==> src/rtl/mlp_train_sequencer.sv <==
// Training/inference sequencer for one 2-input MLP learning a logic-gate truth table.
// Optional build macro ACCURACY_TRACK_EN adds correct_count (final-epoch hit counter).
// sfp values are Q16.16 signed fixed point: ONE = 0x00010000, HALF = 0x00008000.
module mlp_train_sequencer #(
    parameter int          SAMPLES       = 4,
    parameter int          EPOCHS        = 10,
    parameter int          STEP_CYCLES   = 4,
    parameter logic [31:0] LEARNING_RATE = 32'h1999_999A
) (
    input  logic        clk,
    input  logic        rst,
    input  logic        start,
    input  logic [1:0]  gate_sel,
    input  logic        first_input,
    input  logic        second_input,
    input  logic [31:0] prediction,
    output logic [31:0] values0,
    output logic [31:0] values1,
    output logic [31:0] expected,
    output logic        training,
    output logic [31:0] learning_rate,
    output logic        busy,
    output logic        done,
    output logic [7:0]  epoch_count,
`ifdef ACCURACY_TRACK_EN
    output logic [2:0]  correct_count,
`endif
    output logic        output_led
);

    localparam logic [31:0] ONE  = 32'h0001_0000;
    localparam logic [31:0] HALF = 32'h0000_8000;

    localparam int                HOLD_W     = (STEP_CYCLES > 1) ? $clog2(STEP_CYCLES) : 1;
    localparam logic [HOLD_W-1:0] HOLD_LAST  = HOLD_W'(STEP_CYCLES - 1);
    localparam logic [1:0]        LAST_IDX   = 2'(SAMPLES - 1);
    localparam logic [7:0]        EPOCH_LAST = 8'(EPOCHS - 1);

    localparam logic [2:0] S_IDLE    = 3'd0;
    localparam logic [2:0] S_PRESENT = 3'd1;
    localparam logic [2:0] S_HOLD    = 3'd2;
    localparam logic [2:0] S_NEXT    = 3'd3;
    localparam logic [2:0] S_INFER   = 3'd4;

    logic [2:0]        state_reg;
    logic [1:0]        gate_reg;
    logic [1:0]        idx_reg;
    logic [HOLD_W-1:0] hold_reg;
    logic [7:0]        epoch_reg;
    logic [31:0]       values0_reg;
    logic [31:0]       values1_reg;
    logic [31:0]       expected_reg;
    logic              training_reg;
    logic              busy_reg;
    logic              done_reg;
    logic              led_reg;

    logic       accept;
    logic [1:0] gate_next;
    logic [1:0] idx_inc;
    logic [3:0] truth_row;
    logic       pred_high;

    assign accept    = start && ((state_reg == S_IDLE) || (state_reg == S_INFER));
    // Truth table follows the gate being latched this edge so row 0 is correct on restart.
    assign gate_next = accept ? gate_sel : gate_reg;
    assign idx_inc   = idx_reg + 2'd1;
    assign pred_high = $signed(prediction) > $signed(HALF);

    generate
        for (genvar gi = 0; gi < 4; gi++) begin : g_truth
            localparam logic IN0 = 1'((gi >> 1) & 1);
            localparam logic IN1 = 1'(gi & 1);
            assign truth_row[gi] = (gate_next == 2'd0) ? (IN0 & IN1) :
                                   (gate_next == 2'd1) ? (IN0 | IN1) :
                                   (gate_next == 2'd2) ? (IN0 ^ IN1) :
                                                         ~(IN0 & IN1);
        end
    endgenerate

    always_ff @(posedge clk) begin
        if (rst) begin
            state_reg    <= S_IDLE;
            gate_reg     <= 2'd0;
            idx_reg      <= 2'd0;
            hold_reg     <= '0;
            epoch_reg    <= 8'd0;
            values0_reg  <= 32'd0;
            values1_reg  <= 32'd0;
            expected_reg <= 32'd0;
            training_reg <= 1'b0;
            busy_reg     <= 1'b0;
            done_reg     <= 1'b0;
            led_reg      <= 1'b0;
        end else begin
            done_reg <= 1'b0;
            if (accept) begin
                gate_reg     <= gate_sel;
                idx_reg      <= 2'd0;
                hold_reg     <= '0;
                epoch_reg    <= 8'd0;
                state_reg    <= S_PRESENT;
                training_reg <= 1'b1;
                busy_reg     <= 1'b1;
                led_reg      <= 1'b0;
                values0_reg  <= 32'd0;
                values1_reg  <= 32'd0;
                expected_reg <= truth_row[0] ? ONE : 32'd0;
            end else begin
                case (state_reg)
                    S_IDLE: ;
                    S_PRESENT: begin
                        hold_reg  <= '0;
                        state_reg <= S_HOLD;
                    end
                    S_HOLD: begin
                        if (hold_reg == HOLD_LAST) begin
                            state_reg <= S_NEXT;
                        end else begin
                            hold_reg <= hold_reg + 1'b1;
                        end
                    end
                    S_NEXT: begin
                        if (idx_reg != LAST_IDX) begin
                            idx_reg      <= idx_inc;
                            values0_reg  <= idx_inc[1] ? ONE : 32'd0;
                            values1_reg  <= idx_inc[0] ? ONE : 32'd0;
                            expected_reg <= truth_row[idx_inc] ? ONE : 32'd0;
                            state_reg    <= S_PRESENT;
                        end else begin
                            idx_reg   <= 2'd0;
                            epoch_reg <= epoch_reg + 8'd1;
                            if (epoch_reg == EPOCH_LAST) begin
                                state_reg    <= S_INFER;
                                training_reg <= 1'b0;
                                busy_reg     <= 1'b0;
                                done_reg     <= 1'b1;
                                expected_reg <= 32'd0;
                                values0_reg  <= first_input ? ONE : 32'd0;
                                values1_reg  <= second_input ? ONE : 32'd0;
                            end else begin
                                state_reg    <= S_PRESENT;
                                values0_reg  <= 32'd0;
                                values1_reg  <= 32'd0;
                                expected_reg <= truth_row[0] ? ONE : 32'd0;
                            end
                        end
                    end
                    S_INFER: begin
                        values0_reg <= first_input ? ONE : 32'd0;
                        values1_reg <= second_input ? ONE : 32'd0;
                        led_reg     <= pred_high;
                    end
                    default: begin
                        state_reg    <= S_IDLE;
                        training_reg <= 1'b0;
                        busy_reg     <= 1'b0;
                    end
                endcase
            end
        end
    end

`ifdef ACCURACY_TRACK_EN
    logic [2:0] correct_reg;

    // Scores the prediction seen while each row of the final epoch is still presented.
    always_ff @(posedge clk) begin
        if (rst) begin
            correct_reg <= 3'd0;
        end else if (accept) begin
            correct_reg <= 3'd0;
        end else if ((state_reg == S_NEXT) && (epoch_reg == EPOCH_LAST) &&
                     (pred_high == (expected_reg != 32'd0))) begin
            correct_reg <= correct_reg + 3'd1;
        end
    end

    assign correct_count = correct_reg;
`endif

    assign values0       = values0_reg;
    assign values1       = values1_reg;
    assign expected      = expected_reg;
    assign training      = training_reg;
    assign learning_rate = LEARNING_RATE;
    assign busy          = busy_reg;
    assign done          = done_reg;
    assign epoch_count   = epoch_reg;
    assign output_led    = led_reg;

endmodule
==> config.mk <==
export PLATFORM = sky130hd
export DESIGN_NAME = mlp_train_sequencer
export DESIGN_NICKNAME = d
export VERILOG_FILES = /design/src/rtl/mlp_train_sequencer.sv
export SDC_FILE = /design/constraint.sdc
export NUM_CORES = 1
export LEC_CHECK = 0
export CORE_MARGIN = 2
export CORE_UTILIZATION = 29
export DETAILED_ROUTE_END_ITERATION = 12
export PLACE_DENSITY = 0.8
export SKIP_CTS_REPAIR_TIMING = 1
export SLEW_MARGIN = 30
export SYNTH_ARGS = -nofsm -noshare
export SYNTH_HDL_FRONTEND = slang
export SYNTH_SLANG_ARGS = --single-unit
==> constraint.sdc <==
create_clock -name clk -period 3.5 [get_ports clk]
set_input_delay 0.525 -clock clk [delete_from_list [all_inputs] [get_ports clk]]
set_output_delay 0.525 -clock clk [all_outputs]
set_load 0.02 [all_outputs]
After elaboration in Yosys (flattened, before gate mapping)

Index checks and enable logic that the tools add are counted.
W data, S select, Z words.

Register bits after elaboration: 116
Output and inout bits: 140
Input port bits: 39
Word-level logic and storage cells: 90

Magnitude comparators: 2
Equal/unequal tests: 16
Bitwise gates (word level): 3
Add/sub/neg operators: 3
Muxes and demuxes: 38
Reductions and logical operators: 16

Operators by type and width:

| operator               | number |
|---|---|
| $mux W17               | 12 |
| $pmux W32 S2           | 2 |
| $mux W32               | 2 |
| $gt A32 B17 Y1 const B | 1 |
| $mux W1                | 12 |
| $pmux W3 S4            | 1 |
| $mux W3                | 3 |
| $ne A3 B3 Y1 const B   | 3 |
| $add A8 B1 Y8 const B  | 1 |
| $eq A8 B4 Y1 const B   | 1 |
| $reduce_and A2 Y1      | 4 |
| $reduce_or A4 Y1       | 2 |
| $eq A3 B2 Y1 const B   | 2 |
| $mux W2                | 3 |
| $ne A2 B2 Y1 const B   | 3 |
| $reduce_bool A2 Y1     | 3 |
| $add A2 B1 Y2 const B  | 2 |
| $eq A2 B2 Y1 const B   | 2 |
| $ne A2 B1 Y1 const B   | 2 |
| $pmux W2 S2            | 1 |
| $reduce_or A2 Y1       | 2 |
| $eq A3 B1 Y1 const B   | 1 |
| $eq A3 B3 Y1 const B   | 1 |
| $logic_not A3 Y1       | 1 |
| other kinds (9)        | 11 |

Depth between registers and ports, before layout

Gate-level depths: netlist of the first run.

Depth in word-level cells: 14
Mapped depth: 6
Depth with buffers taken out: 6

Worst setup path after synthesis of the first run

Ideal clock, no wire load.

Path type: flip-flop to flip-flop
Start: register epoch_reg[1], in the netlist epoch_count[1]
End: register state_reg[0]
Setup time: 0.057 ns
Clock period less this slack: 1.573 ns
Path slack: 1.927 ns
Buffers on the path: 0
Cell stages (with the launch flop): 7
Data required time: 3.443 ns
Arrival time: 1.515 ns
Path through: dfxtp_1 inv_1 ha_1 and2_1 and3_1 a2111oi_2 o21ba_2

Word-level cells in the longest chain between the ends: 5

Ends and longest elaborated chain:

| item                     | line | text |
|---|---|---|
| start: declaration       | 49   | `logic [7:0] epoch_reg;` |
| start signal: assignment | 132  | `epoch_reg <= epoch_reg + 8'd1;` |
| $eq A8 B4 Y1             | 133  | `if (epoch_reg == EPOCH_LAST) begin` |
| $mux W3                  | 133  |  |
| $mux W3                  | 124  | `if (idx_reg != LAST_IDX) begin` |
| $pmux W3 S4              | 110  | `case (state_reg)` |
| $mux W1                  | 97   | `if (accept) begin` |
| end signal: assignment   | 102  | `state_reg <= S_PRESENT;` |
| end signal: assignment   | 114  | `state_reg <= S_HOLD;` |
| end signal: assignment   | 134  | `state_reg <= S_INFER;` |
| end: declaration         | 45   | `logic [2:0] state_reg;` |

No other way between the ends.
A chain may end at the register's enable or synchronous reset.

Worst setup path in the final report of the first run

Start: input port start
End: register led_reg, in the netlist output_led

Word-level cells in the longest chain between the ends: 2

Ends and longest elaborated chain:

| item                       | line | text |
|---|---|---|
| start: declaration         | 12   | `input logic start,` |
| $logic_and A1 B1 Y1        | 64   | `assign accept = start && ((state_reg == S_IDLE) \|\| (state_reg == S_INFER));` |
| $reduce_or A2 Y1 (no line) | -    |  |
| end signal: assignment     | 152  | `led_reg <= pred_high;` |
| end: declaration           | 56   | `logic led_reg;` |

No other way between the ends.

==> results of run 1 <==
## how the worst max path moves through the flow
stage / startpoint / to / slack, ns / cells past startpoint
3_3_place_gp: start / output_led / 1.18 / 5
2_1_floorplan: epoch_count[1] / state_reg[0] / 1.93 / 6
3_5_place_dp: start / output_led / 1.13 / 5
6_report: start / output_led / 1.38 / 5
4_1_cts: start / output_led / 1.41 / 5
5_1_grt: start / output_led / 1.24 / 5
## power by group through the flow
stage	logic, mW	registers [mW]	clock network [mW]
finish	0.220	0.282	0.165
global placement	0.213	0.288	0
detailed placement	0.216	0.289	0
global route	0.233	0.285	0.174
floorplan	0.272	0.284	0
CTS	0.216	0.282	0.169
## metrics by stage
step | utilization, % | instances | setup WS (ns) | hold slack [ns]
after floorplan | - | 391 | 1.93 | 0.468
after global placement | 31.9 | 411 | 1.18 | 0.465
after detailed placement | 31.9 | 411 | 1.13 | 0.461
after CTS | 32.5 | 415 | 1.41 | 0.482
after global routing | 32.5 | 415 | 1.24 | 0.500
final | 32.5 | 415 | 1.38 | 0.477
## cell usage after synthesis (3+ instances only)
master / n / area (sq um)
nor4_1: 6 / 37.5
and3_1: 3 / 18.8
dfxtp_1: 23 / 460
a211oi_1: 3 / 22.5
xnor2_1: 4 / 35.0
nand4_1: 6 / 37.5
nand2b_1: 3 / 18.8
mux2i_1: 4 / 40.0
inv_1: 3 / 11.3
nor3_1: 7 / 35.0
o21ai_0: 7 / 35.0
buf_2: 4 / 20.0
buf_4: 128 / 961
nand2_1: 6 / 22.5
xor2_1: 3 / 26.3
ha_1: 4 / 50.1
nor2_1: 21 / 78.8
a21oi_1: 5 / 25.0
## cell families (layout without fill, tap and decap cells)
family	count (synthesis)	after routing	share of synthesized area [%]
simple gates	66	66	16.9
flops	23	23	21.1
fa+ha+maj	4	4	2.30
mux	4	4	1.84
xor+xnor	7	7	2.81
buf+inv	135	60	45.5
compound gates	27	27	9.08
other cells	2	125	0.345
## layer usage
layer | GRT usage (%) | wire length [um] | share of wire, % | vias to the layer above
li1 | - | - | - | 742
met1 | 9.67 | 1480 | 37 | 712
met2 | 17.5 | 2230 | 56 | 78
met3 | 0.835 | 251 | 6.2 | 5
met4 | 3.46 | 56 | 1.4 | 0
met5 | 0 | 0 | 0 | -
## worst register-to-register path: cells and delay by family (launching register included)
kind / cells / cell delay, ns
AND/OR/NAND/NOR: 3 / 1.27
AO/OA/AOI/OAI: 1 / 0.05
flip-flops: 1 / 0.46
## area by class of cell
type                    count  area share, %
well taps                  99           5.25
clock inverters             1          0.212
clock buffers               3           1.75
inverters                   3          0.477
flip-flops and latches     23           19.5
multi-input cells         233           50.3
repair buffers             53           22.5
==> metrics.txt, run 1 <==
Worst EP arrival=roughly 2.3 ns; Slew HR=a little over half; launch point of the worst reg-to-reg path=state_reg[0]; Net Sw Power=between 0.2 and 0.3 mW; # fillers=766; WHS Endpoint=expected[16]; critical path peak fanout=19; cell depth of the worst flop-to-flop path=4; f_max=between 400 and 500 MHz; global-route wire length before repair=just over 6 mm; Synth Instances=268; Seq cells post-synth=23; Hold Crit Class=reg -> reg; Hold Path Origin=expected[16]; largest net degree at the start of global routing=20; max incr delay on CP=0.61 ns; Initial Utilization=a little under a third; Data required, critical path=3.64 ns; worst slew pin tran=0.677 ns; Slowest-stage cell, CP=or2_1; vias in the first global route=1309; Slew Limit Fails=0; via count=1537; Initial DRC Count=54; clk_skew=0.00159 ns; most common cell after layout, fill and taps aside=conb_1; FF/Latch Area=460 sq um; Mapped Area=about 2200 sq um; Die ar.=around 8000 sq um; Tcrit/Tclk final=60.6%; Avg WL per Cell=9.69 um; WHS Path Cells=2; Placed Area=2310 sq um; Tot GR Track Use=under 10%; clk sinks=23; logic gate share of total power=around 33%; CTS tree=done; post-DP HPWL=3.37 mm; RR Endpoint=output_led; CP endpoint kind=flip-flop; register area share after synthesis=a little over a fifth; min Tclk post-route=roughly 2.1 ns; Die Height=90.7 um; outcome=complete, no violations; commonest non-fill, non-tap cells in the layout=conb_1 (125), clkdlybuf4s50_1 (53), dfxtp_1 (23); max cap viols=0; CP Cell Sequence=clkdlybuf4s50_1 -> nor3b_2 -> or2_1 -> or3_1 -> o22ai_2; worst skew pair latency=0.27 ns; number of H-tree levels=1; setup TNS=0 ns; max FFs per register=8; Reg power frac=42.3%; Antenna Violating Nets Remaining=0; # rows=31; Final Hold Fails=0; port bufs=53; yosys warns=0; Peak VDD IR=~0.12 mV; Reg2Reg Setup Slack=about 1.6 ns; top cell family by delay on the critical path=simple AND/OR/NAND/NOR gates; initial antenna violation count=0; area of the multi-input gates=1190 sq um; crit path buf inv count=1; GR Overflow Total=0; Worst-path clk slew=around 0.080 ns; Syn Area/Cell=8.13 sq um; Unique masters post-synth=40; Post-synth ARST share=0%; total CTS buffers=3; share of layout cells above drive strength 1=3.80%; Vias/cell=3.70; Core ar.=a little over 7000 sq um; startpoint types=primary input; EDFF count, synth=0; antenna diode count=0; Int Power=0.412 mW; Placer Congestion=0.835; nets=360; ys flop type=dfxtp_1; critical path class=in -> reg; First-pass DRT Iterations=4; DRC viols=0; unrepaired setup endpoints after global routing=false; die width=90.7 um; synth-to-layout area growth=8.33%; Longest Clk Path Bufs=2; drt total wl=4.02 mm; top-level port count=179; total chip power=0.667 mW; Power Dens Cells=283 nW/um^2; Lkg Pwr=roughly 1.1 nW; root buf cell=clkbuf_8; Final Setup Violations=0; Finished Cell Area=between 2000 and 2500 sq um; Clk pwr share=between 20 and 25%; Sw Share=38.3%
Note: power is estimated with default switching activity, not from simulation.
==> run 2: changes to the inputs <==
==> constraint.sdc (replaced) <==
create_clock -name clk -period 2.1 [get_ports clk]
set_input_delay 0.315 -clock clk [delete_from_list [all_inputs] [get_ports clk]]
set_output_delay 0.315 -clock clk [all_outputs]
set_load 0.02 [all_outputs]
==> metrics.txt, run 2 (synthesis gave the netlist of run 1 again) <==
outcome=complete, no violations; Slew Limit Fails=0 (unchanged); Vias/cell=3.65 (-1.4%); Tot GR Track Use=8.68% (-0.24 points); Initial DRC Count=115 (+110%); Final Instance Count excl. Fillers=418 (+0.72%); unrepaired setup endpoints after global routing=false; clk sinks=23 (unchanged); Cells after DPL=414 (+0.73%); vias in the first global route=1251 (-4.4%); total CTS buffers=3 (unchanged); nets=363 (+0.83%); Initial Utilization=30.0% (unchanged); # rows=31 (unchanged); CP endpoint kind=primary output; post-DP HPWL=3.34 mm (-0.79%); Data required, critical path=1.78 ns (-1.86 ns); clk_skew=0.00169 ns (+0.0000985 ns); port bufs=53 (unchanged); Tcrit/Tclk final=79.9%; logic gate share of total power=33.5% (+0.6 points); most common cell after layout, fill and taps aside=conb_1; root buf cell=clkbuf_8; Die ar.=8220 sq um (unchanged); CTS tree=done; max incr delay on CP=0.65 ns (+0.04 ns); top-level port count=179 (unchanged); Hold Crit Class=reg -> reg; Peak VDD IR=0.213 mV (+77%); die width=90.7 um (unchanged); global-route wire length before repair=5.84 mm (-4.7%); Reg power frac=42.3% (about the same); First-pass DRT Iterations=4 (unchanged); synth-to-layout area growth=9.30%; commonest non-fill, non-tap cells in the layout=conb_1 (125), clkdlybuf4s50_1 (53), dfxtp_1 (23); startpoint types=flip-flop; Lkg Pwr=1.06 nW (+1.1%); Die Height=90.7 um (unchanged); initial antenna violation count=0 (unchanged); Placer Congestion=0.784 (-6.1%); Final Setup Violations=0 (unchanged); Net Sw Power=0.418 mW (+64%); drt total wl=3.96 mm (-1.6%); number of H-tree levels=1 (unchanged); largest net degree at the start of global routing=14 (-30%); top cell family by delay on the critical path=buffers and inverters; min Tclk post-route=between 1.5 and 2 ns; DRC viols=0 (unchanged); f_max=between 500 and 600 MHz; Int Power=0.696 mW (+69%); Slew HR=66.5% (+12 points); Avg WL per Cell=9.46 um (-2.3%); CP Cell Sequence=clkdlybuf4s50_1; critical path class=reg -> out; Clk pwr share=24.2% (-0.6 points); antenna diode count=0 (unchanged); Longest Clk Path Bufs=2 (unchanged); Final Hold Fails=0 (unchanged); Slowest-stage cell, CP=clkdlybuf4s50_1; share of layout cells above drive strength 1=4.39% (+0.59 points); worst skew pair latency=0.26 ns (about the same); critical path peak fanout=6 (-13); Sw Share=37.5% (-0.73 points); Power Dens Cells=468 nW/um^2 (+66%); Core ar.=7250 sq um (unchanged); Worst EP arrival=1.36 ns (-0.90 ns); Worst-path clk slew=0.08 ns (about the same); max FFs per register=8 (unchanged); max cap viols=0 (unchanged); GR Overflow Total=0 (unchanged); via count=1527 (-0.65%); Antenna Violating Nets Remaining=0 (unchanged); worst slew pin tran=0.501 ns (-0.176 ns); setup TNS=0 ns (unchanged); crit path buf inv count=1 (unchanged)
-- run 2: cell type report --
class | instances | area (sq um)
tap | 99 | 124
inverter | 3 | 11.3
sequential | 23 | 460
timing repair buffer | 56 | 553
clock buffer | 4 | 45.0
multi-input combinational | 233 | 1190
fill | 789 | 4870
-- run 2: worst paths after layout --
check | slack (ns) | start | end | depth (start not counted)
min | 0.47 | expected[16] | expected[16] | 2
max reg2reg | 0.48 | idx_reg[0] | state_reg[0] | 5
max | 0.42 | epoch_count[2] | epoch_count[2] | 1
min reg2reg | 0.47 | expected[16] | expected[16] | 2
-- run 2: through the flow --
stage                     area [sq um]  setup slack [ns]  hold slack [ns]  power, mW  util (%)
after floorplan                   2640             0.527            0.387      0.927         -
after global placement            2340             0.445            0.463      0.845      32.2
after detailed placement          2340             0.429            0.463      0.849      32.2
after CTS                         2380             0.416            0.482       1.12      32.8
after global routing              2380             0.350            0.498       1.17      32.8
final                             2380             0.423            0.472       1.11      32.8
-- run 2: routing by layer --
metal / track usage, % / part of all wire (%) / routed length [um] / vias to the layer above
met4: 4.10 / 1.6 / 63 / 0
met3: 1.42 / 7.2 / 284 / 4
met5: 0 / 0 / 0 / -
met1: 9.27 / 37 / 1470 / 701
met2: 16.4 / 54 / 2130 / 79
li1: - / - / - / 743
-- run 2: power groups by stage --
| stage | combinational (mW) | clock (mW) | sequential (mW) |
|---|---|---|---|
| after floorplan | 0.454 | 0 | 0.473 |
| after global placement | 0.365 | 0 | 0.480 |
| after detailed placement | 0.368 | 0 | 0.482 |
| after CTS | 0.369 | 0.279 | 0.471 |
| after global routing | 0.397 | 0.299 | 0.474 |
| final | 0.373 | 0.270 | 0.472 |
==> run 3: changes to the inputs <==
--- a/config.mk
+++ b/config.mk
@@ -8,7 +8,7 @@
 export CORE_MARGIN = 2
 export CORE_UTILIZATION = 29
 export DETAILED_ROUTE_END_ITERATION = 12
-export PLACE_DENSITY = 0.8
+export PLACE_DENSITY = 0.83
 export SKIP_CTS_REPAIR_TIMING = 1
 export SLEW_MARGIN = 30
 export SYNTH_ARGS = -nofsm -noshare
==> constraint.sdc (replaced) <==
create_clock -name clk -period 1.45 [get_ports clk]
set_input_delay 0.2175 -clock clk [delete_from_list [all_inputs] [get_ports clk]]
set_output_delay 0.2175 -clock clk [all_outputs]
set_load 0.02 [all_outputs]
==> metrics.txt, run 3 (synthesis gave the netlist of run 1 again) <==
outcome=complete, no violations; Hold Path Origin=expected[16]; launch point of the worst reg-to-reg path=idx_reg[0]; commonest non-fill, non-tap cells in the layout=conb_1 (125), clkdlybuf4s50_1 (39), nor2_1 (21); RR Endpoint=epoch_count[4]; total CTS buffers=3 (unchanged); number of H-tree levels=1 (unchanged); Metal-1 WL=1.63 mm (+10%); Avg WL per Cell=9.93 um (+4.9%); met3 WL=326 um (+15%); crit path buf inv count=1 (unchanged); antenna diode count=0 (unchanged); largest net degree at the start of global routing=19 (+5); dpl ws=-0.119 ns (-0.548 ns); Initial Utilization=30.0% (unchanged); WHS Path Cells=2 (unchanged); min Tclk post-route=1.41 ns; Finished Cell Area=2560 sq um (+7.5%); post-DP HPWL=3.52 mm (+5.5%); final core occ=35.3% (+2.4 points); Final Hold Fails=0 (unchanged); Longest Clk Path Bufs=2 (unchanged); startpoint types=flip-flop; Final Setup Violations=0 (unchanged); WHS Endpoint=expected[16]; max cap viols=0 (unchanged); worst setup margin=0.0394 ns (-0.384 ns); top-level port count=179 (unchanged); max incr delay on CP=0.61 ns (-0.04 ns); Power Dens Cells=638 nW/um^2 (+36%); vias in the first global route=1268 (+1.4%); Worst-path clk slew=0.08 ns (about the same); CP endpoint kind=primary output; cell depth of the worst flop-to-flop path=6 (+1); unrepaired setup endpoints after global routing=true; GR Overflow Total=0 (unchanged); Core ar.=7250 sq um (unchanged); total chip power=1.63 mW (+46%); Cells after DPL=426 (+2.9%); critical path class=reg -> out; Initial DRC Count=53 (-54%); Top Layer Used=met4; Tcrit/Tclk final=97.3%; global-route wire length before repair=6.14 mm (+5.2%); via count=1599 (+4.7%); clk sinks=23 (unchanged); clk_skew=0.00405 ns (+0.00236 ns); CP Cell Sequence=clkdlybuf4s50_1; drt total wl=4.27 mm (+7.9%); die width=90.7 um (unchanged); Final Instance Count excl. Fillers=430 (+2.9%); First-pass DRT Iterations=4 (unchanged); max FFs per register=8 (unchanged); worst skew pair latency=0.26 ns (about the same); port bufs=53 (unchanged); Reg2Reg Setup Slack=0.06 ns (-0.42 ns); Worst EP arrival=1.19 ns (-0.17 ns); Die ar.=8220 sq um (unchanged); DRC viols=0 (unchanged); f_max=709 MHz; Hold Crit Class=reg -> reg; Tot GR Track Use=9.04% (+0.37 points); CTS tree=done; most common cell after layout, fill and taps aside=conb_1; Placed Area=2430 sq um (+4.2%); critical path peak fanout=1 (-5); top cell family by delay on the critical path=buffers and inverters; Slew Limit Fails=0 (unchanged); Die Height=90.7 um (unchanged); initial antenna violation count=0 (unchanged); DR WL met2=2.26 mm (+5.8%); Slowest-stage cell, CP=clkdlybuf4s50_1; Placer Congestion=0.824 (+5.1%); # rows=31 (unchanged); root buf cell=clkbuf_8; share of layout cells above drive strength 1=10.3% (+5.9 points); Peak VDD IR=0.258 mV (+21%); synth-to-layout area growth=17.5%; Antenna Violating Nets Remaining=0 (unchanged); Data required, critical path=1.23 ns (-0.55 ns); nets=375 (+3.3%); Vias/cell=3.72 (+1.8%); Lkg Pwr=1.37 nW (+29%)
## run 3: changes by cell type in the layout (fill, tap and decap cells not counted), sizes merged
cell / before / now
buf: 3 / 15
dlymetal6s2s: 0 / 14
clkdlybuf4s50: 53 / 39
## run 3: metrics by stage
step | setup TNS [ns] | hold WS (ns)
finish | 0 | 0.484
global route | -0.0367 | 0.514
CTS | -0.793 | 0.486
detailed placement | -0.711 | 0.466
global placement | -0.254 | 0.462
floorplan | 0 | 0.290
## run 3: final cells by class
| cell class | instances | area [sq um] |
|---|---|---|
| well taps | 99 | 124 |
| flip-flops and latches | 23 | 469 |
| fillers | 738 | 4690 |
| inverters | 3 | 11.3 |
| repair buffers | 68 | 682 |
| multi-input cells | 233 | 1230 |
| clock buffers | 4 | 45.0 |
## run 3: layer usage
metal / global-route usage, % / vias up
met5: 0 / -
met2: 16.5 / 87
met3: 1.09 / 5
met1: 10.8 / 735
met4: 3.08 / 0
li1: - / 772
## run 3: where the power goes
group	switching (mW)	leakage, nW	internal (mW)
Clock	0.201	0.0228	0.196
Sequential	0.0236	0.189	0.649
Combinational	0.393	1.16	0.169
Total	0.618	1.37	1.01
## run 3: worst max-delay path by stage
stage	start	to	slack [ns]	cells after the start
CTS	epoch_count[0]	epoch_count[0]	-0.1	2
global placement	start	output_led	-0.1	5
detailed placement	start	output_led	-0.12	5
global route	idx_reg[0]	epoch_count[4]	-0.04	6
floorplan	epoch_count[1]	state_reg[0]	0.006	6
finish	done	done	0.04	1
## run 3: worst register-to-register path, cell delays in order (launching register included)
cell,delay [ns]
dfxtp_2,0.36
ha_4,0.14
buf_6,0.11
and4b_2,0.31
nand4_1,0.13
xor2_1,0.18
nor2_1,0.06
